### src/rtl/calc_div_sequencer_pkg.sv
// Shared encodings for the calculator divide sequencer and the keypad controller.
package calc_div_sequencer_pkg;

    // Divide sequencer FSM states
    typedef enum logic [1:0] {
        DIV_IDLE = 2'd0,
        DIV_RUN  = 2'd1,
        DIV_DONE = 2'd2
    } div_state_e;

    // ALU opcode the keypad controller associates with the subtract step
    localparam logic [2:0] ALU_SUB = 3'h3;

    // Keypad code of the F (divide) key
    localparam logic [3:0] KEY_F = 4'hF;

endpackage

### src/rtl/calc_div_step.sv
// One restoring shift-subtract division iteration, purely combinational.
module calc_div_step
    import calc_div_sequencer_pkg::*;
#(
    parameter int WIDTH = 32
) (
    input  logic [WIDTH:0]   r,
    input  logic [WIDTH-1:0] q,
    input  logic [WIDTH-1:0] d,
    output logic [WIDTH:0]   r_next,
    output logic [WIDTH-1:0] q_next
);

    logic [WIDTH:0] r_shift;
    logic [WIDTH:0] diff;
    // The partial remainder always stays below the divisor, so its top bit
    // is never needed for the shift.
    logic           unused_r_msb;

    assign unused_r_msb = r[WIDTH];

    // Shift in the next dividend bit and keep the difference if it did not borrow.
    always_comb begin
        r_shift = {r[WIDTH-1:0], q[WIDTH-1]};
        diff    = r_shift - {1'b0, d};
        if (!diff[WIDTH]) begin
            r_next = diff;
            q_next = {q[WIDTH-2:0], 1'b1};
        end else begin
            r_next = r_shift;
            q_next = {q[WIDTH-2:0], 1'b0};
        end
    end

endmodule

### src/rtl/calc_div_sequencer.sv
// Multi-cycle unsigned divider for the calculator F key.
//
//   state    | meaning
//   DIV_IDLE | waiting for start
//   DIV_RUN  | one quotient bit per enabled cycle
//   DIV_DONE | results just updated, done pulse
module calc_div_sequencer
    import calc_div_sequencer_pkg::*;
#(
    parameter int WIDTH = 32,
    parameter int CNT_W = $clog2(WIDTH)
) (
    input  logic             clock,
    input  logic             reset,
    input  logic             enable,
    input  logic             start,
    input  logic             cancel,
    input  logic [WIDTH-1:0] dividend,
    input  logic [WIDTH-1:0] divisor,
    output logic             busy,
    output logic             done,
    output logic             div_by_zero,
    output logic [WIDTH-1:0] quotient,
    output logic [WIDTH-1:0] remainder
);

    div_state_e       state_q, state_d;
    logic [WIDTH:0]   r_q, r_d;
    logic [WIDTH-1:0] q_q, q_d;
    logic [WIDTH-1:0] d_q, d_d;
    logic [CNT_W-1:0] cnt_q, cnt_d;
    logic [WIDTH-1:0] quot_q, quot_d;
    logic [WIDTH-1:0] rem_q, rem_d;
    logic             dbz_q, dbz_d;

    logic [WIDTH:0]   step_r;
    logic [WIDTH-1:0] step_q;

    calc_div_step #(.WIDTH(WIDTH)) u_step (
        .r      (r_q),
        .q      (q_q),
        .d      (d_q),
        .r_next (step_r),
        .q_next (step_q)
    );

    // State, working and result registers; everything holds while enable is low.
    always_ff @(posedge clock) begin
        if (reset) begin
            state_q <= DIV_IDLE;
            r_q     <= '0;
            q_q     <= '0;
            d_q     <= '0;
            cnt_q   <= '0;
            quot_q  <= '0;
            rem_q   <= '0;
            dbz_q   <= 1'b0;
        end else if (enable) begin
            state_q <= state_d;
            r_q     <= r_d;
            q_q     <= q_d;
            d_q     <= d_d;
            cnt_q   <= cnt_d;
            quot_q  <= quot_d;
            rem_q   <= rem_d;
            dbz_q   <= dbz_d;
        end
    end

    // Next-state and datapath control.
    always_comb begin
        state_d = state_q;
        r_d     = r_q;
        q_d     = q_q;
        d_d     = d_q;
        cnt_d   = cnt_q;
        quot_d  = quot_q;
        rem_d   = rem_q;
        dbz_d   = dbz_q;

        case (state_q)
            DIV_IDLE, DIV_DONE: begin
                // cancel has no meaning outside RUN, so a start here always wins
                if (start) begin
                    if (divisor != '0) begin
                        r_d     = '0;
                        q_d     = dividend;
                        d_d     = divisor;
                        cnt_d   = CNT_W'(WIDTH - 1);
                        state_d = DIV_RUN;
                    end else begin
                        quot_d  = '0;
                        rem_d   = dividend;
                        dbz_d   = 1'b1;
                        state_d = DIV_DONE;
                    end
                end else begin
                    state_d = DIV_IDLE;
                end
            end
            DIV_RUN: begin
                if (cancel) begin
                    state_d = DIV_IDLE;
                end else begin
                    r_d = step_r;
                    q_d = step_q;
                    if (cnt_q == '0) begin
                        quot_d  = step_q;
                        rem_d   = step_r[WIDTH-1:0];
                        dbz_d   = 1'b0;
                        state_d = DIV_DONE;
                    end else begin
                        cnt_d = cnt_q - 1'b1;
                    end
                end
            end
            default: begin
                state_d = DIV_IDLE;
            end
        endcase
    end

    assign busy        = (state_q == DIV_RUN);
    assign done        = (state_q == DIV_DONE);
    assign div_by_zero = dbz_q;
    assign quotient    = quot_q;
    assign remainder   = rem_q;

endmodule

### config.mk
export PLATFORM = sky130hd
export DESIGN_NAME = calc_div_sequencer
export DESIGN_NICKNAME = d
export VERILOG_FILES = /design/src/rtl/calc_div_sequencer_pkg.sv /design/src/rtl/calc_div_step.sv /design/src/rtl/calc_div_sequencer.sv
export SDC_FILE = /design/constraint.sdc
export NUM_CORES = 1
export LEC_CHECK = 0
export ABC_AREA = 0
export CELL_PAD_IN_SITES_DETAIL_PLACEMENT = 0
export CELL_PAD_IN_SITES_GLOBAL_PLACEMENT = 1
export CORE_ASPECT_RATIO = 1.2
export CORE_MARGIN = 10
export CORE_UTILIZATION = 35
export DETAILED_ROUTE_END_ITERATION = 12
export PLACE_DENSITY = 0.71
export REMOVE_ABC_BUFFERS = 1
export SYNTH_ARGS = -nofsm -noshare
export SYNTH_HDL_FRONTEND = slang
export SYNTH_SLANG_ARGS = --single-unit
export TNS_END_PERCENT = 20
### constraint.sdc
create_clock -name clock -period 7.6 [get_ports clock]
set_input_delay 1.14 -clock clock [delete_from_list [all_inputs] [get_ports clock]]
set_output_delay 1.14 -clock clock [all_outputs]
set_load 0.05 [all_outputs]
* Word-level counts from Yosys, hierarchy flattened
Cells that the tools add are included.
** Storage, ports and cells
- Register bits :: 168
- Word-level logic and storage cells :: 64
** Cells by class
- Add/subtract/negate cells :: 2
- Eq/ne operators :: 9
- Multiplexer cells :: 35
- Reduce and logical (&&, ||, !) cells :: 10
** Operators with widths (number)
- 32-bit 2-to-1 mux :: 15
- 32-bit one-hot mux with 2 select lines :: 4
- 33-bit by 32-bit subtractor with 33-bit output :: 1
- 32-bit nonzero test :: 1
- 5-bit 2-to-1 mux :: 4
- 6-bit AND reduction :: 2
- 2-bit inequality test, second input constant :: 5
- 5-bit one-hot mux with 2 select lines :: 1
- 2-bit 2-to-1 mux :: 4
- 5-bit logical NOT :: 1
- 1-bit 2-to-1 mux :: 5
- 5-bit AND reduction :: 1
- 5-bit by 1-bit subtractor with 5-bit output, second input constant :: 1
- 2-bit one-hot mux with 2 select lines :: 1
- 4-bit AND reduction :: 1
- 3-bit by 2-bit inequality test with 1-bit output, second input constant :: 1
- 2-bit by 1-bit == test with 1-bit output, second input constant :: 1
- 2-bit == test, second input constant :: 1
- 2-bit logical NOT :: 1
- 2-bit by 1-bit inequality test with 1-bit output, second input constant :: 1
- 1-bit one-hot mux with 2 select lines :: 1
- 2-bit AND reduction :: 1
- 2-bit nonzero test :: 1
- 2-bit OR reduction :: 1

* Depth between registers and ports, before layout
Gate-level depths: netlist (run 1).
- Depth after elaboration :: 5
- Gate-level depth with buffers :: 16
- Depth with buffers taken out :: 14

* Modules after synthesis
A second synthesis (run 1) with hierarchy kept.
** Second synthesis, totals
- Cell total of the unflattened synthesis :: 1372
- Area, all modules :: 11476.0 µm²
** By module, submodules not included
- calc_div_sequencer :: times used 1, cells an instance 997, area an instance 8919.8 µm², sequential area each 3383.2 µm²
- calc_div_step :: times used 1, cells an instance 375, area an instance 2556.2 µm², sequential area each 0.0 µm²

* Worst setup path after synthesis (run 1)
OpenSTA, ideal clock, no wires.
- Kind :: reg-to-reg
- Start :: register q_q[31]
- End :: register rem_q[24] (netlist: remainder[24])
- Library setup time :: 0.132 ns
- Arrival time :: 2.944 ns
- Data required time :: 7.468 ns
- Slack :: 4.524 ns
- Cell stages (with the launch flop) :: 17
- Clock period less this slack :: 3.076 ns
- Cell sequence :: dfxtp_1 inv_1 ha_1 inv_1 fa_1 nand3_1 a21o_1 a2111o_1 a311oi_2 o21a_2 o41ai_2 a21oi_2 buf_6 buf_8 mux2_1 o211ai_1 a21oi_1
** On the way
- Word-level cells in the longest chain between the ends :: 5
** RTL lines
- start: declaration :: line calc_div_sequencer.sv:29 : logic [WIDTH-1:0] q_q, q_d;
- start signal: assignment :: line calc_div_sequencer.sv:61 : q_q <= q_d;
- 33-bit by 32-bit subtractor with 33-bit output :: line calc_div_step.sv:25 : diff = r_shift - {1'b0, d};
- 32-bit 2-to-1 mux :: line calc_div_step.sv:26 : if (!diff[WIDTH]) begin
- 32-bit 2-to-1 mux :: line calc_div_sequencer.sv:107 : if (cnt_q == '0) begin
- 32-bit 2-to-1 mux :: line calc_div_sequencer.sv:102 : if (cancel) begin
- 32-bit one-hot mux with 2 select lines :: line calc_div_sequencer.sv:81 : case (state_q)
- end signal: assignment :: line calc_div_sequencer.sv:65 : rem_q <= rem_d;
- end: declaration :: line calc_div_sequencer.sv:33 : logic [WIDTH-1:0] rem_q, rem_d;
No other way between the ends. The select of a mux whose other input is x is not followed.
A chain may end at the register's enable or synchronous reset.

* Worst setup path after layout (run 1)
- Start :: input divisor[25]
- End :: register cnt_q[4]
** On the way
- Word-level cells in the longest chain between the ends :: 3
** RTL lines
- start: declaration :: line calc_div_sequencer.sv:19 : input logic [WIDTH-1:0] divisor,
- 32-bit nonzero test :: line calc_div_sequencer.sv:85 : if (divisor != '0) begin
- 2-bit inequality test (no source line)
- 6-bit AND reduction (no source line)
- end signal: assignment :: line calc_div_sequencer.sv:63 : cnt_q <= cnt_d;
- end: declaration :: line calc_div_sequencer.sv:31 : logic [CNT_W-1:0] cnt_q, cnt_d;
No other way between the ends.

==> flow_summary.json, run 1 <==
{
  "synthCells": 1119,
  "cts-htree-levels": 4,
  "holdBufCountCts": 0,
  "die_area_sq_mm": 0.0317,
  "synth_largest_area_cell": "dfxtp_1",
  "max_cap_viol_count": 0,
  "synth_xor_area_share_pct": 2.90,
  "layout_min_cycle_time_ns": 4.77,
  "yosys.area_share.simple_pct": 22.1,
  "drt-initial-drc-count": 417,
  "ir_drop_mv": 0.148,
  "synth_cell_types": 68,
  "syn_area_per_cell_sq_um": 7.82,
  "wl_per_cell_um": 16.6,
  "postLayoutCellArea_sq_mm": 0.0109,
  "final_cell_mix": "nand2_1 (223), dfxtp_1 (168), a21oi_1 (137)",
  "hold_slack_ns": 0.452,
  "crit_required_ns": 7.89,
  "worstSetupPathType": "primary input to flop",
  "ioPinCount": 136,
  "cp_cell_sequence": "clkdlybuf4s50_1 -> nor4_1 -> nand4_1 -> nor2_1 -> o22ai_1 -> and2_2 -> buf_4 -> nand2_1 -> buf_4 -> nand2_1 -> nand3_1 -> xor2_1 -> a21oi_1",
  "yosys_warnings": 0,
  "yosys.area_share.adder_pct": 5.09,
  "crit_path_start_kind": "primary input",
  "final_common_cell": "nand2_1",
  "tightest_slew_ns": 0.901,
  "p_total_mw": 2.34,
  "powerDensity_mw_per_mm2": 216,
  "cts_tree": "built",
  "netlist_area_sq_mm": 0.00875,
  "core_sq_mm": 0.0247,
  "async_reset_ff_share_pct": 0,
  "cts.sinks": 168,
  "rows": 63,
  "relSlewSlack_pct": 39.9,
  "synth_top_family_by_area": "compound AO/OA/AOI/OAI gates",
  "overflow": 0,
  "clock-skew-final_ns": 0.0176,
  "timing.rr.start": "q_q[31]",
  "initial_core_util_pct": 35.5,
  "viasPerCell": 5.19,
  "numPlacedInstances": 1511,
  "worstHoldStart": "remainder[19]",
  "die_x_um": 164,
  "clock_latency_ns": 0.44,
  "ys_top_cells_by_area": "dfxtp_1 (38%), nand2_1 (9.6%), a21oi_1 (7.8%), ha_1 (4.9%), nor2_1 (3.8%)",
  "placed_area_sq_mm": 0.0103,
  "grt_max_degree": 85,
  "synth_seq_cells": 168,
  "areaGrowthSynthToFinish_pct": 24.2,
  "fillers": 2553,
  "ys.flop_type": "dfxtp_1",
  "die_h_um": 193,
  "slew_viol_final": 0,
  "instances_no_fill": 1543,
  "p_leak_nw": 3.97,
  "min_path_type": "flop to flop",
  "muxShareOfSynthArea_pct": 3.18,
  "finalCritPeriodShare_pct": 62.8,
  "min_to": "remainder[19]",
  "outcome": "finished clean",
  "antenna_found_initial": 0,
  "final_net_count": 1309,
  "gp_congestion": 0.844,
  "cp.arrival_ns": 5.06,
  "synth_compound_area_share_pct": 22.8,
  "grt_pass1_wl_um": 41200,
  "path_max_fanout": 76,
  "fmax_mhz": 210,
  "dr_total_vias": 8001,
  "drive_gt1_share_pct": 4.85,
  "post_cts_resized": 0,
  "grt_pass1_vias": 7839,
  "cts_setup_buffers": 0,
  "cts.path.max_buffers": 2,
  "grt_setup_unrepaired": "false",
  "r2r_cells": 15,
  "cts_buffers": 17,
  "drtAntennaViolNets": 0,
  "rr_endpoint": "remainder[15]",
  "clk_pin_slew_ns": 0.07,
  "routed_wl_um": 25600,
  "rrSetupSlack_ns": 3.23,
  "synth-seq-area-share_pct": 38.4,
  "synth_edf_count": 0,
  "slowest_stage": "nand2_1",
  "setup_viol": 0,
  "cts_root_buffer": "clkbuf_16",
  "min_path_cells": 2,
  "io_buffer_count": 135,
  "grtUsageTotal_pct": 16.0,
  "slowest_delay_ns": 0.73,
  "final_hold_viol_count": 0,
  "drc_errors": 0,
  "critPathCaptureType": "flop",
  "place.detailed.hpwl_um": 17700,
  "firstDrtPassIters": 5,
  "setup_tns_ns": 0,
  "synth_top_area_share_pct": 38.4
}
critical path, delay by kind of cell:
kind | cells | cell delay (ns)
buffers and inverters | 3 | 1.26
and+or+nand+nor | 7 | 2.25
xor gates and xnor gates | 1 | 0.15
AOI/OAI and AO/OA | 2 | 0.24
registers in the layout (all words and copies together) (netlist names):
signal,cells
cnt_q,5
state_q,2
quotient,32
q_q,32
d_q,32
remainder,32
div_by_zero,1
r_q,32
synthesized netlist by cell type (3+ instances only):
master and count:
a211oi_1 16, a21o_1 12, a21oi_1 137, a22oi_1 4, a311oi_1 36, a31oi_1 4, and2_1 8, and3_1 5
buf_1 10, clkbuf_1 64, dfxtp_1 168, ha_1 34, inv_1 41, mux2_1 5, mux2i_1 21, nand2_1 223
nand2b_1 10, nand3_1 40, nand3b_1 5, nand4_1 4, nor2_1 89, nor2b_1 3, nor3_1 17, nor4_1 11
o211a_1 10, o211ai_1 6, o21a_1 13, o21ai_0 22, o21bai_1 4, o31ai_1 3, or3_1 18, xnor2_1 14
xor2_1 15
layout make-up:
| cell class | count | area, sq um | share of cell area [%] |
|---|---|---|---|
| timing repair buffer | 145 | 1420 | 13.1 |
| clock buffer | 18 | 429 | 3.95 |
| antenna | 1 | 2.50 | 0.0230 |
| sequential | 168 | 3360 | 30.9 |
| inverter | 42 | 158 | 1.45 |
| tap | 325 | 407 | 3.74 |
| clock inverter | 13 | 136 | 1.25 |
| multi-input combinational | 831 | 4950 | 45.5 |
per-layer routing:
| metal | part of all wire [%] | global-route usage [%] | vias up |
|---|---|---|---|
| li1 | - | - | 4106 |
| met1 | 49 | 21.1 | 3735 |
| met2 | 46 | 25.9 | 141 |
| met3 | 4.1 | 3.25 | 19 |
| met4 | 1.1 | 4.16 | 0 |
| met5 | 0 | 0 | - |
worst max-delay path by stage:
| stage | from | endpoint | slack (ns) |
|---|---|---|---|
| final | divisor[25] | cnt_q[4] | 2.83 |
| after global routing | divisor[25] | cnt_q[4] | 2.48 |
| after CTS | divisor[25] | cnt_q[4] | 2.85 |
| after detailed placement | divisor[25] | cnt_q[4] | 2.40 |
| after global placement | divisor[25] | cnt_q[4] | 2.44 |
| after floorplan | state_q[0] | cnt_q[4] | 1.85 |
per-stage QoR:
| step | setup WS [ns] | util [%] |
|---|---|---|
| 5_1_grt | 2.48 | 44.0 |
| 6_report | 2.83 | 44.0 |
| 3_3_place_gp | 2.44 | 41.7 |
| 4_1_cts | 2.85 | 44.0 |
| 3_5_place_dp | 2.40 | 41.7 |
| 2_1_floorplan | 1.85 | - |
power by group:
part | internal [mW] | switching [mW] | leakage [nW] | total, mW
clock network | 0.461 | 0.401 | 0.269 | 0.862
logic | 0.218 | 0.322 | 2.34 | 0.540
registers | 0.917 | 0.0259 | 1.37 | 0.943
total | 1.60 | 0.749 | 3.97 | 2.34
cell families after synthesis:
logic type | Yosys count
simple gates | 442
buf+inv | 120
xor+xnor | 29
mux | 27
compound gates | 298
fa+ha+maj | 35
flops | 168
Note: power is estimated with default switching activity, not from simulation.
==> run 2: changes to the inputs <==
- clock period: 7.6 -> 4.4 ns (I/O delays scaled with it)
==> run 2 against run 1 <==
Net effect: clock power is 77% higher; sequential power is 73% higher; die area stayed put; utilization is 0.46 points higher; hold slack better by 0.0012 ns; power is 75% higher; clock skew is 0.0053 ns lower; wire length is 2.5% higher; critical path depth is 2 higher; register-to-register slack worse by 2.5 ns; via count is 0.56% higher; critical endpoint is now remainder[15]; highest routed layer unchanged.
==> flow_summary.json, run 2 (synthesis gave the netlist of run 1 again) <==
{
  "outcome": "finished clean",
  "cts_setup_buffers": 0,
  "place.detailed.hpwl_um": 18500,
  "core_sq_mm": 0.0247,
  "slowest_stage": "a2111o_1",
  "initial_core_util_pct": 35.5,
  "cts_buffers": 17,
  "gp_congestion": 0.880,
  "dr.max_layer_used": "met4",
  "cts.path.max_buffers": 2,
  "hold_slack_ns": 0.453,
  "wl_met3_um": 1090,
  "grt_pass1_vias": 8028,
  "final_cell_mix": "nand2_1 (223), dfxtp_1 (168), a21oi_1 (137)",
  "clock-skew-final_ns": 0.0123,
  "ioPinCount": 136,
  "layout_min_cycle_time_ns": 3.71,
  "diodes": 0,
  "wl_per_cell_um": 16.9,
  "areaGrowthSynthToFinish_pct": 25.5,
  "setup_viol": 0,
  "dr_total_vias": 8046,
  "dr_wl_met2_um": 12500,
  "ir_drop_mv": 0.249,
  "cts.sinks": 168,
  "postLayoutCellArea_sq_mm": 0.0110,
  "cp.arrival_ns": 4.05,
  "drive_gt1_share_pct": 5.31,
  "cp_cell_sequence": "inv_1 -> ha_1 -> inv_1 -> fa_1 -> nand3_1 -> a21o_1 -> a2111o_1 -> a311oi_2 -> o21a_2 -> o41ai_2 -> a21oi_4 -> buf_12 -> nand2_1 -> o32a_1 -> a311oi_2",
  "io_buffer_count": 135,
  "critPathCaptureType": "flop",
  "clock_latency_ns": 0.43,
  "place_ws_ns": 0.700,
  "antenna_found_initial": 0,
  "cts-htree-levels": 4,
  "viasPerCell": 5.19,
  "cts_tree": "built",
  "crit_required_ns": 4.74,
  "p_total_mw": 4.11,
  "die_h_um": 193,
  "grt_setup_unrepaired": "false",
  "finalCritPeriodShare_pct": 84.3,
  "p_leak_nw": 4.04,
  "holdBufCountCts": 0,
  "grtUsageTotal_pct": 16.7,
  "fin_ws_ns": 0.690,
  "placed_area_sq_mm": 0.0104,
  "final_common_cell": "nand2_1",
  "relSlewSlack_pct": 34.6,
  "worstSetupPathType": "flop to flop",
  "tightest_slew_ns": 0.980,
  "fmax_mhz": 270,
  "firstDrtPassIters": 4,
  "grt_pass1_wl_um": 42700,
  "final_hold_viol_count": 0,
  "drtAntennaViolNets": 0,
  "final_net_count": 1316,
  "max_cap_viol_count": 0,
  "rows": 63,
  "drt-initial-drc-count": 441,
  "clk_pin_slew_ns": 0.07,
  "die_x_um": 164,
  "powerDensity_mw_per_mm2": 375,
  "die_area_sq_mm": 0.0317,
  "slowest_delay_ns": 0.51,
  "drc_errors": 0,
  "slew_viol_final": 0,
  "overflow": 0,
  "post_cts_resized": 0,
  "min_path_type": "flop to flop",
  "grt_max_degree": 85,
  "wl_met1_um": 12400,
  "crit_path_start_kind": "flop",
  "path_max_fanout": 33,
  "cts_root_buffer": "clkbuf_16",
  "routed_wl_um": 26300
}
==> run 2: cell types whose count changed in the layout (fill, tap and decap cells not counted), sizes merged, moves of 3 or more <==
cell,delta
buf,+7
clkbuf,+5
clkinv,+4
clkinvlp,-3
inv,-6
==> run 2: worst paths after layout <==
path	end	start	depth (start not counted)	slack, ns
hold reg to reg	remainder[11]	remainder[11]	2	0.45
hold / removal	remainder[11]	remainder[11]	2	0.45
setup / recovery	remainder[15]	q_q[31]	15	0.69
setup reg to reg	remainder[15]	q_q[31]	15	0.69
==> run 2: routing by layer <==
metal | GRT usage [%] | vias to the layer above
met1 | 21.4 | 3786
met4 | 4.34 | 0
met5 | 0 | -
li1 | - | 4110
met2 | 28.3 | 133
met3 | 2.93 | 17
==> run 2: metrics by stage <==
step                      utilization (%)  instances  setup TNS (ns)
after detailed placement             42.1       1518               0
final                                44.5       1550               0
after global placement               42.1       1518               0
after global routing                 44.5       1550               0
after floorplan                         -       1041          -77.62
after CTS                            44.5       1550               0
==> run 2: power breakdown <==
group | internal [mW] | total [mW] | switching [mW]
registers | 1.58 | 1.63 | 0.0459
clock network | 0.887 | 1.53 | 0.647
logic | 0.390 | 0.950 | 0.560
total | 2.86 | 4.11 | 1.25
==> run 2: final cells by class <==
| type | count | area [sq um] |
|---|---|---|
| well taps | 325 | 407 |
| multi-input cells | 831 | 4950 |
| repair buffers | 152 | 1510 |
| fillers | 2533 | 13700 |
| inverters | 42 | 158 |
| flip-flops and latches | 168 | 3360 |
| clock inverters | 9 | 114 |
| clock buffers | 23 | 478 |
==> run 2: critical path: cells and delay by family (launching register included) <==
| kind | cells | cell delay (ns) |
|---|---|---|
| buffers and inverters | 3 | 0.41 |
| and+or+nand+nor | 2 | 0.26 |
| AOI/OAI and AO/OA | 8 | 2.16 |
| DFF | 1 | 0.38 |
| adders and majority gates | 2 | 0.41 |
==> run 3: changes to the inputs <==
- PLACE_DENSITY: 0.71 -> 0.74
- clock period: 4.4 -> 3.3 ns (I/O delays scaled with it)
==> run 3 against run 2 <==
Net effect: count of clock-buffer cells in the layout unchanged; clock power rose by 24%; via count up 2.4%; flip-flop and latch count unchanged; combinational power is 62% higher; hold slack gained 0.0015 ns; register-to-register slack got worse by 0.66 ns; worst setup slack got worse by 0.66 ns; die area unchanged; critical path type unchanged.
==> flow_summary.json, run 3 (synthesis gave the netlist of run 1 again) <==
{
  "outcome": "finished clean",
  "clock_latency_ns": 0.44,
  "p_total_mw": 5.60,
  "grt_pass1_wl_um": 42800,
  "fillers": 2478,
  "die_h_um": 193,
  "areaGrowthSynthToFinish_pct": 30.7,
  "worstHoldStart": "d_q[3]",
  "drc_errors": 0,
  "postLayoutCellArea_sq_mm": 0.0114,
  "drtAntennaViolNets": 0,
  "grt_setup_unrepaired": "true",
  "min_path_type": "flop to flop",
  "die_area_sq_mm": 0.0317,
  "cts_root_buffer": "clkbuf_16",
  "placed_area_sq_mm": 0.0106,
  "slowest_delay_ns": 0.47,
  "rr_endpoint": "r_q[27]",
  "relSlewSlack_pct": 54.2,
  "crit_required_ns": 3.62,
  "grtUsageTotal_pct": 16.7,
  "dr_total_vias": 8236,
  "setup_tns_ns": 0,
  "viasPerCell": 5.22,
  "min_path_cells": 2,
  "drt-initial-drc-count": 423,
  "core_sq_mm": 0.0247,
  "overflow": 0,
  "initial_core_util_pct": 35.5,
  "rows": 63,
  "cp_cell_sequence": "inv_2 -> ha_4 -> inv_2 -> fa_2 -> nand3_2 -> a21o_1 -> a2111o_1 -> a311oi_2 -> o21a_2 -> o41ai_4 -> a21oi_4 -> buf_4 -> clkbuf_16 -> mux2_1 -> nand3_1 -> a21oi_1",
  "drive_gt1_share_pct": 10.7,
  "layout_min_cycle_time_ns": 3.27,
  "clock-skew-final_ns": 0.0114,
  "instances_no_fill": 1579,
  "routed_wl_um": 26800,
  "numPlacedInstances": 1538,
  "die_x_um": 164,
  "grt_max_degree": 59,
  "slew_viol_final": 0,
  "crit_path_start_kind": "flop",
  "cts_buffers": 17,
  "final_net_count": 1346,
  "cp.arrival_ns": 3.58,
  "place_ws_ns": -0.0726,
  "tightest_slew_ns": 0.685,
  "slowest_stage": "a2111o_1",
  "ioPinCount": 136,
  "final_common_cell": "nand2_1",
  "setup_viol": 0,
  "wl_per_cell_um": 17.0,
  "cts-htree-levels": 4,
  "final_cell_mix": "nand2_1 (222), dfxtp_1 (167), clkdlybuf4s50_1 (133)",
  "critPathBufInv": 4,
  "r2r_cells": 16,
  "final_hold_viol_count": 0,
  "path_max_fanout": 5,
  "ir_drop_mv": 0.414,
  "max_cap_viol_count": 0,
  "min_to": "d_q[3]",
  "fin_ws_ns": 0.0342,
  "cts.sinks": 168,
  "crit_top_cell": "inv_2",
  "antenna_found_initial": 4,
  "fmax_mhz": 306,
  "diodes": 0,
  "rrSetupSlack_ns": 0.03,
  "powerDensity_mw_per_mm2": 490,
  "timing.rr.start": "q_q[31]",
  "place.detailed.hpwl_um": 19000,
  "grt_pass1_vias": 8151,
  "cts_tree": "built",
  "finalCritPeriodShare_pct": 99.0,
  "gp_congestion": 0.876,
  "clk_pin_slew_ns": 0.07,
  "crit_family": "compound AO/OA/AOI/OAI gates",
  "critPathCaptureType": "flop",
  "io_buffer_count": 135,
  "worstSetupPathType": "flop to flop",
  "firstDrtPassIters": 5,
  "cts.path.max_buffers": 2,
  "p_leak_nw": 4.19
}
## run 3: final cells by class
cell class	count	area, sq um	area share [%]
Timing Repair Buffer	182	1840	16.1
Clock buffer	23	478	4.18
Clock inverter	8	63.8	0.558
Sequential cell	168	3360	29.4
Tap cell	325	407	3.56
Multi-Input combinational cell	831	5130	44.8
Inverter	42	158	1.38
## run 3: worst max path at each step
stage,cells past startpoint,from,to
global placement,15,q_q[31],remainder[19]
detailed placement,15,q_q[31],remainder[19]
global route,16,q_q[31],r_q[27]
floorplan,8,state_q[0],cnt_q[4]
finish,16,q_q[31],r_q[27]
CTS,15,q_q[31],remainder[19]
## run 3: worst reg2reg max path, stage by stage, from the launching register on
cell       delay, ns
dfxtp_2         0.33
inv_2           0.04
ha_4            0.15
inv_2           0.04
fa_2            0.20
nand3_2         0.07
a21o_1          0.19
a2111o_1        0.47
a311oi_2        0.29
o21a_2          0.22
o41ai_4         0.08
a21oi_4         0.25
buf_4           0.18
clkbuf_16       0.14
mux2_1          0.34
nand3_1         0.09
a21oi_1         0.06
## run 3: layer usage
layer | vias to the layer above | global-route usage, % | routed length, um
met5 | - | 0 | 52
li1 | 4173 | - | -
met3 | 29 | 3.99 | 1420
met1 | 3868 | 21.1 | 12300
met4 | 8 | 4.85 | 291
met2 | 158 | 27.8 | 12700
## run 3: power breakdown
part / internal, mW / switching [mW]
combinational: 0.714 / 0.829
clock: 1.03 / 0.861
sequential: 2.11 / 0.0605
total: 3.85 / 1.75
## run 3: through the flow
step | utilization, % | hold WS (ns)
after floorplan | - | 0.430
after global placement | 42.9 | 0.442
after detailed placement | 42.9 | 0.447
after CTS | 45.3 | 0.456
after global routing | 46.4 | 0.472
final | 46.4 | 0.455
## run 3: repair_timing
| item | CTS | global route |
|---|---|---|
| hold buffers | 0 | 0 |
| setup endpoints to repair | 12 | 59 |
| setup buffers | 5 | 4 |
| hold endpoints to repair | 0 | 0 |
| cloned | 0 | 1 |
| pin swaps | 0 | 7 |
| gates resized for setup | 6 | 47 |
